### src/rtl/decoder_dispatch_pkg.sv
// Shared types and helpers for the decoder dispatch slice: FSM state
// encodings for the input and output sides and the beat-count helper.
package decoder_dispatch_pkg;

    // Input side: waiting for a frame start, or loading the remaining beats
    typedef enum logic {
        IN_IDLE = 1'b0,
        IN_LOAD = 1'b1
    } inState_t;

    // Output side: waiting for the in-order decoder, or moving its beats out
    typedef enum logic {
        OUT_IDLE = 1'b0,
        OUT_XFER = 1'b1
    } outState_t;

    // Number of beats needed to carry 'bits' items at 'perBeat' per beat
    function automatic int beatsFor(input int bits, input int perBeat);
        return (bits - 1) / perBeat + 1;
    endfunction

endpackage

### src/rtl/decoder_out_collector.sv
// Output side of the dispatcher: serves decoders strictly in rd_ptr order,
// copies the selected decoder's beats into the output register and pulses
// drain_done on the last beat so the top can retire the frame.
module decoder_out_collector
    import decoder_dispatch_pkg::*;
#(
    parameter int N_DEC     = 4,
    parameter int WIDTH_OUT = 4,
    parameter int OUT_BEATS = 2
) (
    input  logic                       clk,
    input  logic                       rst,
    input  logic [N_DEC-1:0]           i_dec_out_ready,
    input  logic [N_DEC-1:0]           i_dec_data_valid_out,
    input  logic [N_DEC*WIDTH_OUT-1:0] i_dec_databus_out,
    output logic [N_DEC-1:0]           o_dec_first_data_out,
    output logic [WIDTH_OUT-1:0]       o_out_data,
    output logic                       o_out_valid,
    output logic                       o_out_first,
    output logic                       o_drain_done
);

    localparam int PTR_W  = $clog2(N_DEC);
    localparam int BEAT_W = (OUT_BEATS > 1) ? $clog2(OUT_BEATS) : 1;
    localparam logic [PTR_W-1:0]  LAST_PTR  = PTR_W'(N_DEC - 1);
    localparam logic [BEAT_W-1:0] LAST_BEAT = BEAT_W'(OUT_BEATS - 1);

    outState_t            r_state;
    outState_t            w_stateNext;
    logic [PTR_W-1:0]     r_rdPtr;
    logic [PTR_W-1:0]     w_rdPtrNext;
    logic [BEAT_W-1:0]    r_beat;
    logic [BEAT_W-1:0]    w_beatNext;
    logic                 w_beatTake;
    logic [WIDTH_OUT-1:0] w_slice [N_DEC];
    logic [WIDTH_OUT-1:0] r_outData;
    logic                 r_outValid;
    logic                 r_outFirst;

    // Split the concatenated decoder buses so the read pointer can pick one
    for (genvar gi = 0; gi < N_DEC; gi++) begin : gSlice
        assign w_slice[gi] = i_dec_databus_out[gi*WIDTH_OUT +: WIDTH_OUT];
    end

    // Next-state logic: start a drain only from idle, take beats only from rd_ptr
    always_comb begin
        w_stateNext          = r_state;
        w_rdPtrNext          = r_rdPtr;
        w_beatNext           = r_beat;
        w_beatTake           = 1'b0;
        o_dec_first_data_out = '0;
        o_drain_done         = 1'b0;
        case (r_state)
            OUT_IDLE: begin
                if (i_dec_out_ready[r_rdPtr]) begin
                    o_dec_first_data_out[r_rdPtr] = 1'b1;
                    w_beatNext                    = '0;
                    w_stateNext                   = OUT_XFER;
                end
            end
            OUT_XFER: begin
                if (i_dec_data_valid_out[r_rdPtr]) begin
                    w_beatTake = 1'b1;
                    if (r_beat == LAST_BEAT) begin
                        w_beatNext   = '0;
                        w_stateNext  = OUT_IDLE;
                        o_drain_done = 1'b1;
                        w_rdPtrNext  = (r_rdPtr == LAST_PTR) ? '0 : r_rdPtr + 1'b1;
                    end else begin
                        w_beatNext = r_beat + 1'b1;
                    end
                end
            end
            default: w_stateNext = OUT_IDLE;
        endcase
    end

    // State, read pointer and beat counter
    always_ff @(posedge clk or posedge rst) begin
        if (rst) begin
            r_state <= OUT_IDLE;
            r_rdPtr <= '0;
            r_beat  <= '0;
        end else begin
            r_state <= w_stateNext;
            r_rdPtr <= w_rdPtrNext;
            r_beat  <= w_beatNext;
        end
    end

    // Output register: one beat per accepted decoder beat, first flag on beat 0
    always_ff @(posedge clk or posedge rst) begin
        if (rst) begin
            r_outData  <= '0;
            r_outValid <= 1'b0;
            r_outFirst <= 1'b0;
        end else begin
            r_outValid <= w_beatTake;
            if (w_beatTake) begin
                r_outData  <= w_slice[r_rdPtr];
                r_outFirst <= (r_beat == '0);
            end else begin
                r_outFirst <= 1'b0;
            end
        end
    end

    assign o_out_data  = r_outData;
    assign o_out_valid = r_outValid;
    assign o_out_first = r_outFirst;

endmodule

### src/rtl/decoder_dispatch.sv
// Frame scheduler in front of a bank of decoders: hands each incoming frame
// to the next decoder in round-robin order and drains results in arrival
// order through the output collector, tracking frames in flight.
module decoder_dispatch
    import decoder_dispatch_pkg::*;
#(
    parameter int N_DEC     = 4,
    parameter int WIDTH_IN  = 4,
    parameter int N_LLRS    = 4,
    parameter int WIDTH_OUT = 4,
    parameter int N_V       = 8
) (
    input  logic                         clk,
    input  logic                         rst,
    input  logic [N_LLRS*WIDTH_IN-1:0]   i_in_data,
    input  logic                         i_in_first,
    input  logic                         i_in_valid,
    output logic                         o_in_ready,
    output logic [N_LLRS*WIDTH_IN-1:0]   o_dec_databus_in,
    output logic [N_DEC-1:0]             o_dec_first_data,
    output logic [N_DEC-1:0]             o_dec_data_valid,
    input  logic [N_DEC-1:0]             i_dec_busy,
    input  logic [N_DEC-1:0]             i_dec_out_ready,
    output logic [N_DEC-1:0]             o_dec_first_data_out,
    input  logic [N_DEC*WIDTH_OUT-1:0]   i_dec_databus_out,
    input  logic [N_DEC-1:0]             i_dec_data_valid_out,
    output logic [WIDTH_OUT-1:0]         o_out_data,
    output logic                         o_out_valid,
    output logic                         o_out_first,
    output logic [$clog2(N_DEC+1)-1:0]   o_inflight
);

    localparam int IN_BEATS  = beatsFor(N_V, N_LLRS);
    localparam int OUT_BEATS = beatsFor(N_V, WIDTH_OUT);
    localparam int PTR_W     = $clog2(N_DEC);
    localparam int CNT_W     = $clog2(N_DEC + 1);
    localparam int IN_BEAT_W = (IN_BEATS > 1) ? $clog2(IN_BEATS) : 1;
    localparam logic [PTR_W-1:0]     LAST_PTR     = PTR_W'(N_DEC - 1);
    localparam logic [IN_BEAT_W-1:0] LAST_IN_BEAT = IN_BEAT_W'(IN_BEATS - 1);
    localparam logic [CNT_W-1:0]     FULL         = CNT_W'(N_DEC);

    inState_t             r_inState;
    inState_t             w_inStateNext;
    logic [IN_BEAT_W-1:0] r_inBeat;
    logic [IN_BEAT_W-1:0] w_inBeatNext;
    logic [PTR_W-1:0]     r_wrPtr;
    logic [CNT_W-1:0]     r_inflight;
    logic                 w_inReady;
    logic                 w_frameClose;
    logic                 w_drainDone;

    assign o_dec_databus_in = i_in_data;
    assign o_in_ready       = w_inReady;
    assign o_inflight       = r_inflight;

    // Input FSM: accept a frame start only into a free decoder with room in
    // flight, then stream the remaining beats to that same decoder
    always_comb begin
        w_inStateNext    = r_inState;
        w_inBeatNext     = r_inBeat;
        w_inReady        = 1'b0;
        w_frameClose     = 1'b0;
        o_dec_first_data = '0;
        o_dec_data_valid = '0;
        case (r_inState)
            IN_IDLE: begin
                w_inReady = !rst && !i_dec_busy[r_wrPtr] && (r_inflight != FULL);
                if (i_in_valid && w_inReady && i_in_first) begin
                    o_dec_first_data[r_wrPtr] = 1'b1;
                    o_dec_data_valid[r_wrPtr] = 1'b1;
                    if (IN_BEATS == 1) begin
                        w_frameClose = 1'b1;
                    end else begin
                        w_inStateNext = IN_LOAD;
                        w_inBeatNext  = IN_BEAT_W'(1);
                    end
                end
            end
            IN_LOAD: begin
                w_inReady = 1'b1;
                if (i_in_valid) begin
                    o_dec_data_valid[r_wrPtr] = 1'b1;
                    if (r_inBeat == LAST_IN_BEAT) begin
                        w_frameClose  = 1'b1;
                        w_inBeatNext  = '0;
                        w_inStateNext = IN_IDLE;
                    end else begin
                        w_inBeatNext = r_inBeat + 1'b1;
                    end
                end
            end
            default: w_inStateNext = IN_IDLE;
        endcase
    end

    // Input FSM registers
    always_ff @(posedge clk or posedge rst) begin
        if (rst) begin
            r_inState <= IN_IDLE;
            r_inBeat  <= '0;
        end else begin
            r_inState <= w_inStateNext;
            r_inBeat  <= w_inBeatNext;
        end
    end

    // Write pointer advances on each closed frame; in-flight count nets out a
    // close and a drain landing in the same cycle
    always_ff @(posedge clk or posedge rst) begin
        if (rst) begin
            r_wrPtr    <= '0;
            r_inflight <= '0;
        end else begin
            if (w_frameClose) begin
                r_wrPtr <= (r_wrPtr == LAST_PTR) ? '0 : r_wrPtr + 1'b1;
            end
            case ({w_frameClose, w_drainDone})
                2'b10:   r_inflight <= r_inflight + 1'b1;
                2'b01:   r_inflight <= r_inflight - 1'b1;
                default: r_inflight <= r_inflight;
            endcase
        end
    end

    decoder_out_collector #(
        .N_DEC     (N_DEC),
        .WIDTH_OUT (WIDTH_OUT),
        .OUT_BEATS (OUT_BEATS)
    ) uCollector (
        .clk                  (clk),
        .rst                  (rst),
        .i_dec_out_ready      (i_dec_out_ready),
        .i_dec_data_valid_out (i_dec_data_valid_out),
        .i_dec_databus_out    (i_dec_databus_out),
        .o_dec_first_data_out (o_dec_first_data_out),
        .o_out_data           (o_out_data),
        .o_out_valid          (o_out_valid),
        .o_out_first          (o_out_first),
        .o_drain_done         (w_drainDone)
    );

endmodule
### config.mk
export PLATFORM = sky130hd
export DESIGN_NAME = decoder_dispatch
export DESIGN_NICKNAME = d
export VERILOG_FILES = /design/src/rtl/decoder_dispatch_pkg.sv /design/src/rtl/decoder_out_collector.sv /design/src/rtl/decoder_dispatch.sv
export SDC_FILE = /design/constraint.sdc
export NUM_CORES = 1
export LEC_CHECK = 0
export BUFFER_PORTS_ARGS = -buffer_cell sky130_fd_sc_hd__buf_2
export CORE_MARGIN = 2
export CORE_UTILIZATION = 40
export CTS_BUF_LIST = sky130_fd_sc_hd__clkbuf_16
export DETAILED_ROUTE_END_ITERATION = 8
export GPL_ROUTABILITY_DRIVEN = 1
export GPL_TIMING_DRIVEN = 0
export HOLD_SLACK_MARGIN = 0.1
export PLACE_DENSITY = 0.87
export SETUP_SLACK_MARGIN = 0.1
export SKIP_LAST_GASP = 1
export SLEW_MARGIN = 20
export SYNTH_ARGS = -nofsm -noshare
export SYNTH_HDL_FRONTEND = slang
export SYNTH_SLANG_ARGS = --single-unit
export TNS_END_PERCENT = 10
### constraint.sdc
create_clock -name clk -period 5.51 [get_ports clk]
set_input_delay 0.8265 -clock clk [delete_from_list [all_inputs] [get_ports clk]]
set_output_delay 0.8265 -clock clk [all_outputs]
set_load 0.005 [all_outputs]
==> impl_metrics.prom, run 1 <==
# TYPE chip_impl_metric gauge
chip_impl_metric{name="max_cap_violations",unit=""} 0
chip_impl_metric{name="num_rows",unit=""} 20
chip_impl_metric{name="timing.max_slew.rel_slack",unit="%"} 58.3
chip_impl_metric{name="p_leak",unit="µW"} 0.000982
chip_impl_metric{name="synth_largest_type_area_fraction",unit="%"} 32.5
chip_impl_metric{name="holdBufCountCts",unit=""} 0
chip_impl_metric{name="synthesis.nets",unit=""} 176
chip_impl_info{name="clock_tree_from_tritoncts",value="built"} 1
chip_impl_metric{name="worstMarginPinSlew",unit="ns"} 0.624
chip_impl_metric{name="arrival",unit="ns"} 2.21
chip_impl_info{name="worstPathCellList",value="buf_2 -> mux4_2 -> nor4_2 -> and2_1 -> buf_2"} 1
chip_impl_info{name="synthFlopType",value="sky130_fd_sc_hd__dfrtp_1"} 1
chip_impl_metric{name="postCtsSetupBuffers",unit=""} 0
chip_impl_metric{name="io_pins",unit=""} 86
chip_impl_metric{name="synth_sequential_area_ratio",unit="%"} 32.5
chip_impl_info{name="worst-setup-path-type",value="in -> out"} 1
chip_impl_metric{name="vias_in_the_first_global_route",unit=""} 1018
chip_impl_metric{name="port_buffers",unit=""} 68
chip_impl_metric{name="drt-wirelength-per-cell",unit="µm"} 11.9
chip_impl_info{name="cts.root.buffer_cell",value="sky130_fd_sc_hd__clkbuf_16"} 1
chip_impl_info{name="timing.critical_path.slowest_stage_cell",value="sky130_fd_sc_hd__mux4_2"} 1
chip_impl_metric{name="remaining_drc_errors",unit=""} 0
chip_impl_metric{name="post_cts_resized",unit=""} 0
chip_impl_metric{name="multi_input_comb_area",unit="µm²"} 698
chip_impl_metric{name="global_route.overflow_total",unit=""} 0
chip_impl_metric{name="wl",unit="µm"} 2780
chip_impl_metric{name="firstDrtPassIters",unit=""} 4
chip_impl_metric{name="final_period_minus_worst_setup_slack",unit="ns"} 3.04
chip_impl_metric{name="post_synth_inst_count",unit=""} 118
chip_impl_metric{name="antenna_violating_nets_post_route",unit=""} 0
chip_impl_metric{name="placeable_core_area",unit="µm²"} 3080
chip_impl_metric{name="flow.area_growth_from_synthesis",unit="%"} 36.3
chip_impl_metric{name="tritoncts.num_buffers",unit=""} 3
chip_impl_metric{name="fmaxAchievable",unit="MHz"} 329
chip_impl_metric{name="ys_ff_latch",unit=""} 17
chip_impl_info{name="min-delay-path-class",value="reg -> reg"} 1
chip_impl_metric{name="wire_length_of_the_first_global_routing_pass",unit="µm"} 4240
chip_impl_info{name="yosysTopAreaCell",value="sky130_fd_sc_hd__dfrtp_1"} 1
chip_impl_metric{name="fp.dieH",unit="µm"} 61.2
chip_impl_metric{name="post-dp-hpwl",unit="µm"} 2370
chip_impl_metric{name="timing.critical_path.required",unit="ns"} 4.68
chip_impl_metric{name="synth.lib_cells_used.distinct",unit=""} 34
chip_impl_metric{name="fin_skew",unit="ns"} 0.00168
chip_impl_metric{name="layout-drive-gt1-share",unit="%"} 53.2
chip_impl_metric{name="die_boundary_width",unit="µm"} 61.2
chip_impl_metric{name="ratio_of_routed_vias_to_standard_cells",unit=""} 4.73
chip_impl_metric{name="cp_num_buf_inv",unit=""} 2
chip_impl_metric{name="async_reset_ff_share",unit="%"} 100
chip_impl_metric{name="avgSynthCellArea",unit="µm²"} 11.1
chip_impl_metric{name="dpl_cell_area",unit="µm²"} 1700
chip_impl_metric{name="globalRouteTotalUtil",unit="%"} 15.4
chip_impl_metric{name="setup_viol",unit=""} 0
chip_impl_metric{name="grt_antenna_before_repair",unit=""} 0
chip_impl_metric{name="dr_iter_0_viols",unit=""} 14
chip_impl_metric{name="diodes",unit=""} 0
chip_impl_metric{name="synth_enable_flop_cells",unit=""} 0
chip_impl_metric{name="num-nets-final",unit=""} 249
chip_impl_metric{name="vdd_drop_max",unit="µV"} 228
chip_impl_metric{name="timing.final.max_slew_violations",unit=""} 0
chip_impl_info{name="cpLargestDelayFamily",value="simple AND/OR/NAND/NOR gates"} 1
chip_impl_metric{name="hold_violations",unit=""} 0
chip_impl_metric{name="maximum_number_of_pins_on_one_net_before_global_route_repair",unit=""} 18
chip_impl_metric{name="utilization",unit="%"} 58.0
chip_impl_metric{name="seq_area",unit="µm²"} 425
chip_impl_metric{name="routabilityCongestion",unit=""} 0.708
chip_impl_metric{name="cts_max_level",unit=""} 1
chip_impl_metric{name="netlist_area_before_placement",unit="µm²"} 1310
chip_impl_metric{name="layout_worst_path_cycle_share",unit="%"} 55.1
chip_impl_info{name="grt_setup_unrepaired",value="false"} 1
chip_impl_metric{name="clkLatencyLatePin",unit="ns"} 0.24
chip_impl_info{name="critPathCaptureType",value="output pin"} 1
chip_impl_info{name="setup.worst_path.start_class",value="input pin"} 1
chip_impl_metric{name="nFillCells",unit=""} 274
chip_impl_metric{name="synth-warning-count",unit=""} 0
chip_impl_metric{name="initial_core_util",unit="%"} 42.5
chip_impl_metric{name="cts.reportedPaths.clkPinSlew",unit="ns"} 0.05
chip_impl_metric{name="die_ar",unit="µm²"} 3750
chip_impl_metric{name="cts.path.max_buffers",unit=""} 2
chip_impl_metric{name="power-per-cell-area",unit="nW/µm²"} 449
chip_impl_metric{name="critical_path_peak_fanout",unit=""} 5
chip_impl_info{name="path_common_cell",value="sky130_fd_sc_hd__buf_2"} 1
chip_impl_info{name="cell_types_with_the_largest_area_share_after_synthesis",value="sky130_fd_sc_hd__dfrtp_1, sky130_fd_sc_hd__mux4_1, sky130_fd_sc_hd__buf_4"} 1
chip_impl_metric{name="numClockSinks",unit=""} 17
chip_impl_metric{name="stdcell_area",unit="µm²"} 1780
chip_impl_metric{name="critPathMaxStageDelay",unit="ns"} 0.52
chip_impl_metric{name="fin_tns_setup",unit="ns"} 0
chip_impl_info{name="outcome",value="finished, final reports clean"} 1
chip_impl_metric{name="vias_after_detailed_routing",unit=""} 1106
[placed cells by master, fill, tap and decap left out, drive strengths merged, types with 4 or more instances in the layout]
cell type	Yosys	layout
buf	19	87
and2	9	9
dfrtp	17	17
ha	9	9
nand2	7	7
clkbuf	1	4
mux2	6	6
nor2	9	9
inv	9	9
mux4	7	7
[state kept, by name, summed over array words and instances, names as in the netlist, 2 cells and up]
name / cells
o_inflight: 3
r_wrPtr: 2
uCollector.r_rdPtr: 2
uCollector.o_out_data: 4
[final cells by class]
cell class | instances | area share [%]
timing repair buffer | 68 | 19.1
clock inverter | 1 | 0.281
buffer | 20 | 8.49
multi-input combinational | 72 | 39.1
clock buffer | 3 | 4.21
sequential | 17 | 23.8
tap | 44 | 3.09
inverter | 9 | 1.89
[metal layers]
metal  track usage (%)  part of all wire, %
met5                 0                    0
met2              30.2                   56
met3              2.31                  7.7
met4              5.59                 0.50
met1              16.3                   35
[per-stage QoR]
stage                     hold WS [ns]  power, µW  std cells  setup slack (ns)
after CTS                        0.485        811        234              2.46
final                            0.476        801        234              2.47
after global placement           0.471        645        230              2.50
after detailed placement         0.479        664        230              2.47
after floorplan                  0.474        544        118              2.83
after global routing             0.507        872        234              2.41
[kinds of logic (layout without fill, tap and decap cells)]
group	after synthesis	in the layout	synth area share (%)
adder cells (fa/ha/maj)	10	10	10.1
AO/OA/AOI/OAI	10	10	5.83
flip-flops	17	17	32.5
buffers and inverters	29	101	14.1
AND/OR/NAND/NOR	34	34	14.1
multiplexers	15	15	21.3
XOR/XNOR	3	3	2.01
[worst paths after layout]
kind,slack (ns),endpoint,depth (start not counted),from
min in group asynchronous,0.69,r_inBeat$_DFFE_PP0P_,2,rst
worst max-delay path,2.47,o_dec_first_data[1],5,i_dec_busy[3]
worst min-delay path,0.48,o_inflight[2]$_DFFE_PP0P_,1,o_inflight[2]$_DFFE_PP0P_
max in group asynchronous,4.42,uCollector.r_rdPtr[0]$_DFFE_PP0P_,2,rst
worst max register to register,3.07,o_inflight[2]$_DFFE_PP0P_,9,uCollector.r_rdPtr[0]$_DFFE_PP0P_
worst min register to register,0.48,o_inflight[2]$_DFFE_PP0P_,1,o_inflight[2]$_DFFE_PP0P_
[cell usage after synthesis, types with 2 or more instances]
library cell / n
sky130_fd_sc_hd__dfrtp_1: 17
sky130_fd_sc_hd__buf_4: 16
sky130_fd_sc_hd__ha_1: 9
sky130_fd_sc_hd__inv_1: 9
sky130_fd_sc_hd__nor2_1: 9
sky130_fd_sc_hd__and2_1: 8
sky130_fd_sc_hd__nand2_1: 7
sky130_fd_sc_hd__mux4_1: 5
sky130_fd_sc_hd__mux2_4: 4
sky130_fd_sc_hd__a21o_1: 2
sky130_fd_sc_hd__buf_6: 2
sky130_fd_sc_hd__mux2_2: 2
sky130_fd_sc_hd__mux2i_1: 2
sky130_fd_sc_hd__mux4_2: 2
sky130_fd_sc_hd__nor2b_1: 2
sky130_fd_sc_hd__o21ai_0: 2
sky130_fd_sc_hd__o31ai_1: 2
sky130_fd_sc_hd__xor2_1: 2
[where the power goes]
| group | switching (µW) | internal [µW] | leakage [µW] |
|---|---|---|---|
| Combinational | 181 | 237 | 0.000736 |
| Clock | 44.6 | 96.9 | 0.0000409 |
| Sequential | 52.9 | 188 | 0.000205 |
(Power assumes the default switching activity.)
==> run 2: changes to the inputs <==
--- a/config.mk
+++ b/config.mk
@@ -7,13 +7,13 @@
 export LEC_CHECK = 0
 export BUFFER_PORTS_ARGS = -buffer_cell sky130_fd_sc_hd__buf_2
 export CORE_MARGIN = 2
-export CORE_UTILIZATION = 40
+export CORE_UTILIZATION = 38
 export CTS_BUF_LIST = sky130_fd_sc_hd__clkbuf_16
 export DETAILED_ROUTE_END_ITERATION = 8
 export GPL_ROUTABILITY_DRIVEN = 1
 export GPL_TIMING_DRIVEN = 0
 export HOLD_SLACK_MARGIN = 0.1
-export PLACE_DENSITY = 0.87
+export PLACE_DENSITY = 0.86
 export SETUP_SLACK_MARGIN = 0.1
 export SKIP_LAST_GASP = 1
 export SLEW_MARGIN = 20
==> constraint.sdc (replaced) <==
create_clock -name clk -period 2.45 [get_ports clk]
set_input_delay 0.3675 -clock clk [delete_from_list [all_inputs] [get_ports clk]]
set_output_delay 0.3675 -clock clk [all_outputs]
set_load 0.005 [all_outputs]
==> impl_metrics.prom, run 2 (synthesis gave the netlist of run 1 again) <==
# TYPE chip_impl_metric gauge
chip_impl_info{name="outcome",value="finished, final reports clean"} 1
chip_impl_metric{name="timing.final.max_slew_violations",unit=""} 0
chip_impl_metric{name="fp.dieH",unit="µm"} 62.7
chip_impl_metric{name="io_pins",unit=""} 86
chip_impl_metric{name="arrival",unit="ns"} 1.87
chip_impl_metric{name="cts.path.max_buffers",unit=""} 2
chip_impl_metric{name="place.detailed.instances",unit=""} 232
chip_impl_metric{name="numClockSinks",unit=""} 17
chip_impl_metric{name="port_buffers",unit=""} 68
chip_impl_metric{name="final_period_minus_worst_setup_slack",unit="ns"} 2.24
chip_impl_info{name="clock_tree_from_tritoncts",value="built"} 1
chip_impl_metric{name="diodes",unit=""} 0
chip_impl_metric{name="vias_in_the_first_global_route",unit=""} 1045
chip_impl_metric{name="reg2reg_slack",unit="ns"} 0.29
chip_impl_metric{name="hold_violations",unit=""} 0
chip_impl_metric{name="flow.area_growth_from_synthesis",unit="%"} 42.0
chip_impl_metric{name="tritoncts.num_buffers",unit=""} 3
chip_impl_metric{name="fin_tns_setup",unit="ns"} 0
chip_impl_metric{name="grt_antenna_before_repair",unit=""} 0
chip_impl_info{name="grt_setup_unrepaired",value="true"} 1
chip_impl_metric{name="nFillCells",unit=""} 307
chip_impl_metric{name="routabilityCongestion",unit=""} 0.766
chip_impl_metric{name="critical_path_peak_fanout",unit=""} 6
chip_impl_metric{name="dr_iter_0_viols",unit=""} 15
chip_impl_metric{name="antenna_violating_nets_post_route",unit=""} 0
chip_impl_metric{name="num_rows",unit=""} 21
chip_impl_metric{name="timing.max_slew.rel_slack",unit="%"} 52.5
chip_impl_metric{name="fmaxAchievable",unit="MHz"} 446
chip_impl_metric{name="multi_input_comb_area",unit="µm²"} 729
chip_impl_metric{name="die_boundary_width",unit="µm"} 62.7
chip_impl_metric{name="placeable_core_area",unit="µm²"} 3310
chip_impl_metric{name="r2r_cells",unit=""} 9
chip_impl_metric{name="power-per-cell-area",unit="nW/µm²"} 1020
chip_impl_metric{name="largest_register_ffs",unit=""} 4
chip_impl_info{name="min-delay-path-class",value="in -> async"} 1
chip_impl_metric{name="post-dp-hpwl",unit="µm"} 2280
chip_impl_metric{name="worstMarginPinSlew",unit="ns"} 0.711
chip_impl_metric{name="initial_core_util",unit="%"} 39.5
chip_impl_info{name="timing.critical_path.slowest_stage_cell",value="sky130_fd_sc_hd__mux4_2"} 1
chip_impl_metric{name="final_cell_count_no_fill",unit=""} 241
chip_impl_metric{name="setup_viol",unit=""} 0
chip_impl_metric{name="wl",unit="µm"} 2700
chip_impl_metric{name="critPathMaxStageDelay",unit="ns"} 0.58
chip_impl_metric{name="worst-path-stages",unit=""} 4
chip_impl_metric{name="remaining_drc_errors",unit=""} 0
chip_impl_metric{name="pre_cts_slack",unit="ns"} 0.0246
chip_impl_metric{name="die_ar",unit="µm²"} 3930
chip_impl_info{name="critPathCaptureType",value="output pin"} 1
chip_impl_info{name="setup.worst_path.start_class",value="flop"} 1
chip_impl_metric{name="global_route.overflow_total",unit=""} 0
chip_impl_metric{name="timing.hold.ws",unit="ns"} 0.235
chip_impl_info{name="cpLargestDelayFamily",value="multiplexers"} 1
chip_impl_metric{name="drt-wirelength-per-cell",unit="µm"} 11.2
chip_impl_metric{name="vdd_drop_max",unit="µV"} 480
chip_impl_info{name="most_frequent_standard_cell_in_the_layout_excluding_fill_and_tap_cells",value="sky130_fd_sc_hd__buf_2"} 1
chip_impl_info{name="mostFrequentLayoutCells",value="sky130_fd_sc_hd__buf_2, sky130_fd_sc_hd__buf_4, sky130_fd_sc_hd__dfrtp_1, sky130_fd_sc_hd__inv_1, sky130_fd_sc_hd__nor2_1"} 1
chip_impl_info{name="worstPathCellList",value="mux4_2 -> nor4_4 -> and2_1 -> buf_2"} 1
chip_impl_metric{name="vias_after_detailed_routing",unit=""} 1130
chip_impl_metric{name="worst_slack",unit="ns"} 0.210
chip_impl_metric{name="timing.critical_path.required",unit="ns"} 2.08
chip_impl_metric{name="utilization",unit="%"} 56.1
chip_impl_metric{name="cts.reportedPaths.clkPinSlew",unit="ns"} 0.05
chip_impl_metric{name="ratio_of_routed_vias_to_standard_cells",unit=""} 4.69
chip_impl_metric{name="seq_area",unit="µm²"} 427
chip_impl_metric{name="clkLatencyLatePin",unit="ns"} 0.25
chip_impl_metric{name="max_cap_violations",unit=""} 0
chip_impl_metric{name="wire_length_of_the_first_global_routing_pass",unit="µm"} 4440
chip_impl_metric{name="fin_skew",unit="ns"} 0.000671
chip_impl_metric{name="layout_worst_path_cycle_share",unit="%"} 91.4
chip_impl_info{name="cts.root.buffer_cell",value="sky130_fd_sc_hd__clkbuf_16"} 1
chip_impl_metric{name="maximum_number_of_pins_on_one_net_before_global_route_repair",unit=""} 18
chip_impl_metric{name="cts_max_level",unit=""} 1
chip_impl_metric{name="firstDrtPassIters",unit=""} 4
chip_impl_metric{name="layout-drive-gt1-share",unit="%"} 55.9
chip_impl_metric{name="p_leak",unit="µW"} 0.00102
chip_impl_metric{name="cp_num_buf_inv",unit=""} 1
chip_impl_info{name="worst-setup-path-type",value="reg -> out"} 1
chip_impl_metric{name="globalRouteTotalUtil",unit="%"} 14.4
chip_impl_metric{name="num-nets-final",unit=""} 254
[run 2: changes by cell type in the layout (fill, tap and decap cells not counted), sizes merged]
cell	delta
clkbuf	+1
buf	+4
inv	+1
clkinv	-1
[run 2: path summary, 6_finish.rpt]
kind                                                    from                           endpoint
setup / recovery                      r_wrPtr[0]$_DFFE_PP0P_                o_dec_first_data[3]
hold reg to reg                    o_inflight[2]$_DFFE_PP0P_          o_inflight[2]$_DFFE_PP0P_
hold / removal                                           rst          o_inflight[1]$_DFFE_PP0P_
max in group asynchronous                                rst             r_wrPtr[0]$_DFFE_PP0P_
min in group clk                     i_dec_data_valid_out[0]  uCollector.r_rdPtr[0]$_DFFE_PP0P_
setup reg to reg           uCollector.r_rdPtr[0]$_DFFE_PP0P_          o_inflight[2]$_DFFE_PP0P_
[run 2: through the flow]
stage	power (µW)	cell area (µm²)
4_1_cts	1840	1800
6_report	1900	1860
2_1_floorplan	1220	1310
5_1_grt	2070	1860
3_3_place_gp	1450	1710
3_5_place_dp	1500	1710
[run 2: worst reg2reg max path: stages, from the launching register on]
cell and delay (ns):
sky130_fd_sc_hd__dfrtp_1 0.41, sky130_fd_sc_hd__buf_6 0.14, sky130_fd_sc_hd__mux4_2 0.37, sky130_fd_sc_hd__nor2b_4 0.20
sky130_fd_sc_hd__ha_4 0.15, sky130_fd_sc_hd__inv_1 0.05, sky130_fd_sc_hd__fa_2 0.33, sky130_fd_sc_hd__xor2_1 0.16
sky130_fd_sc_hd__nor2_1 0.13, sky130_fd_sc_hd__xor2_1 0.15
[run 2: power by group]
group | internal [µW] | switching, µW | total, µW
registers | 425 | 121 | 546
logic | 608 | 431 | 1040
clock network | 216 | 103 | 319
total | 1250 | 655 | 1900
[run 2: final cells by class]
cell class / instances / area share [%]
Multi-Input combinational cell: 72 / 39.3
Sequential cell: 17 / 23.0
Timing Repair Buffer: 73 / 20.3
Buffer: 20 / 8.28
Clock buffer: 3 / 4.04
Tap cell: 46 / 3.10
Inverter: 9 / 1.82
Clock inverter: 1 / 0.202
[run 2: what timing repair did]
action / CTS / global route
resized for setup: 2 / 6
setup buffers: 0 / 5
cloned: 0 / 0
hold buffers: 0 / 0
pin swaps: 0 / 2
endpoints found under the setup margin: 5 / 10
endpoints found under the hold margin: 0 / 0
[run 2: layer usage]
metal | track usage [%] | part of all wire (%) | up-vias
met2 | 25.3 | 51 | 67
met4 | 8.61 | 2.7 | 0
li1 | - | - | 543
met5 | 0 | 0 | -
met3 | 3.06 | 9.6 | 7
met1 | 16.1 | 37 | 513
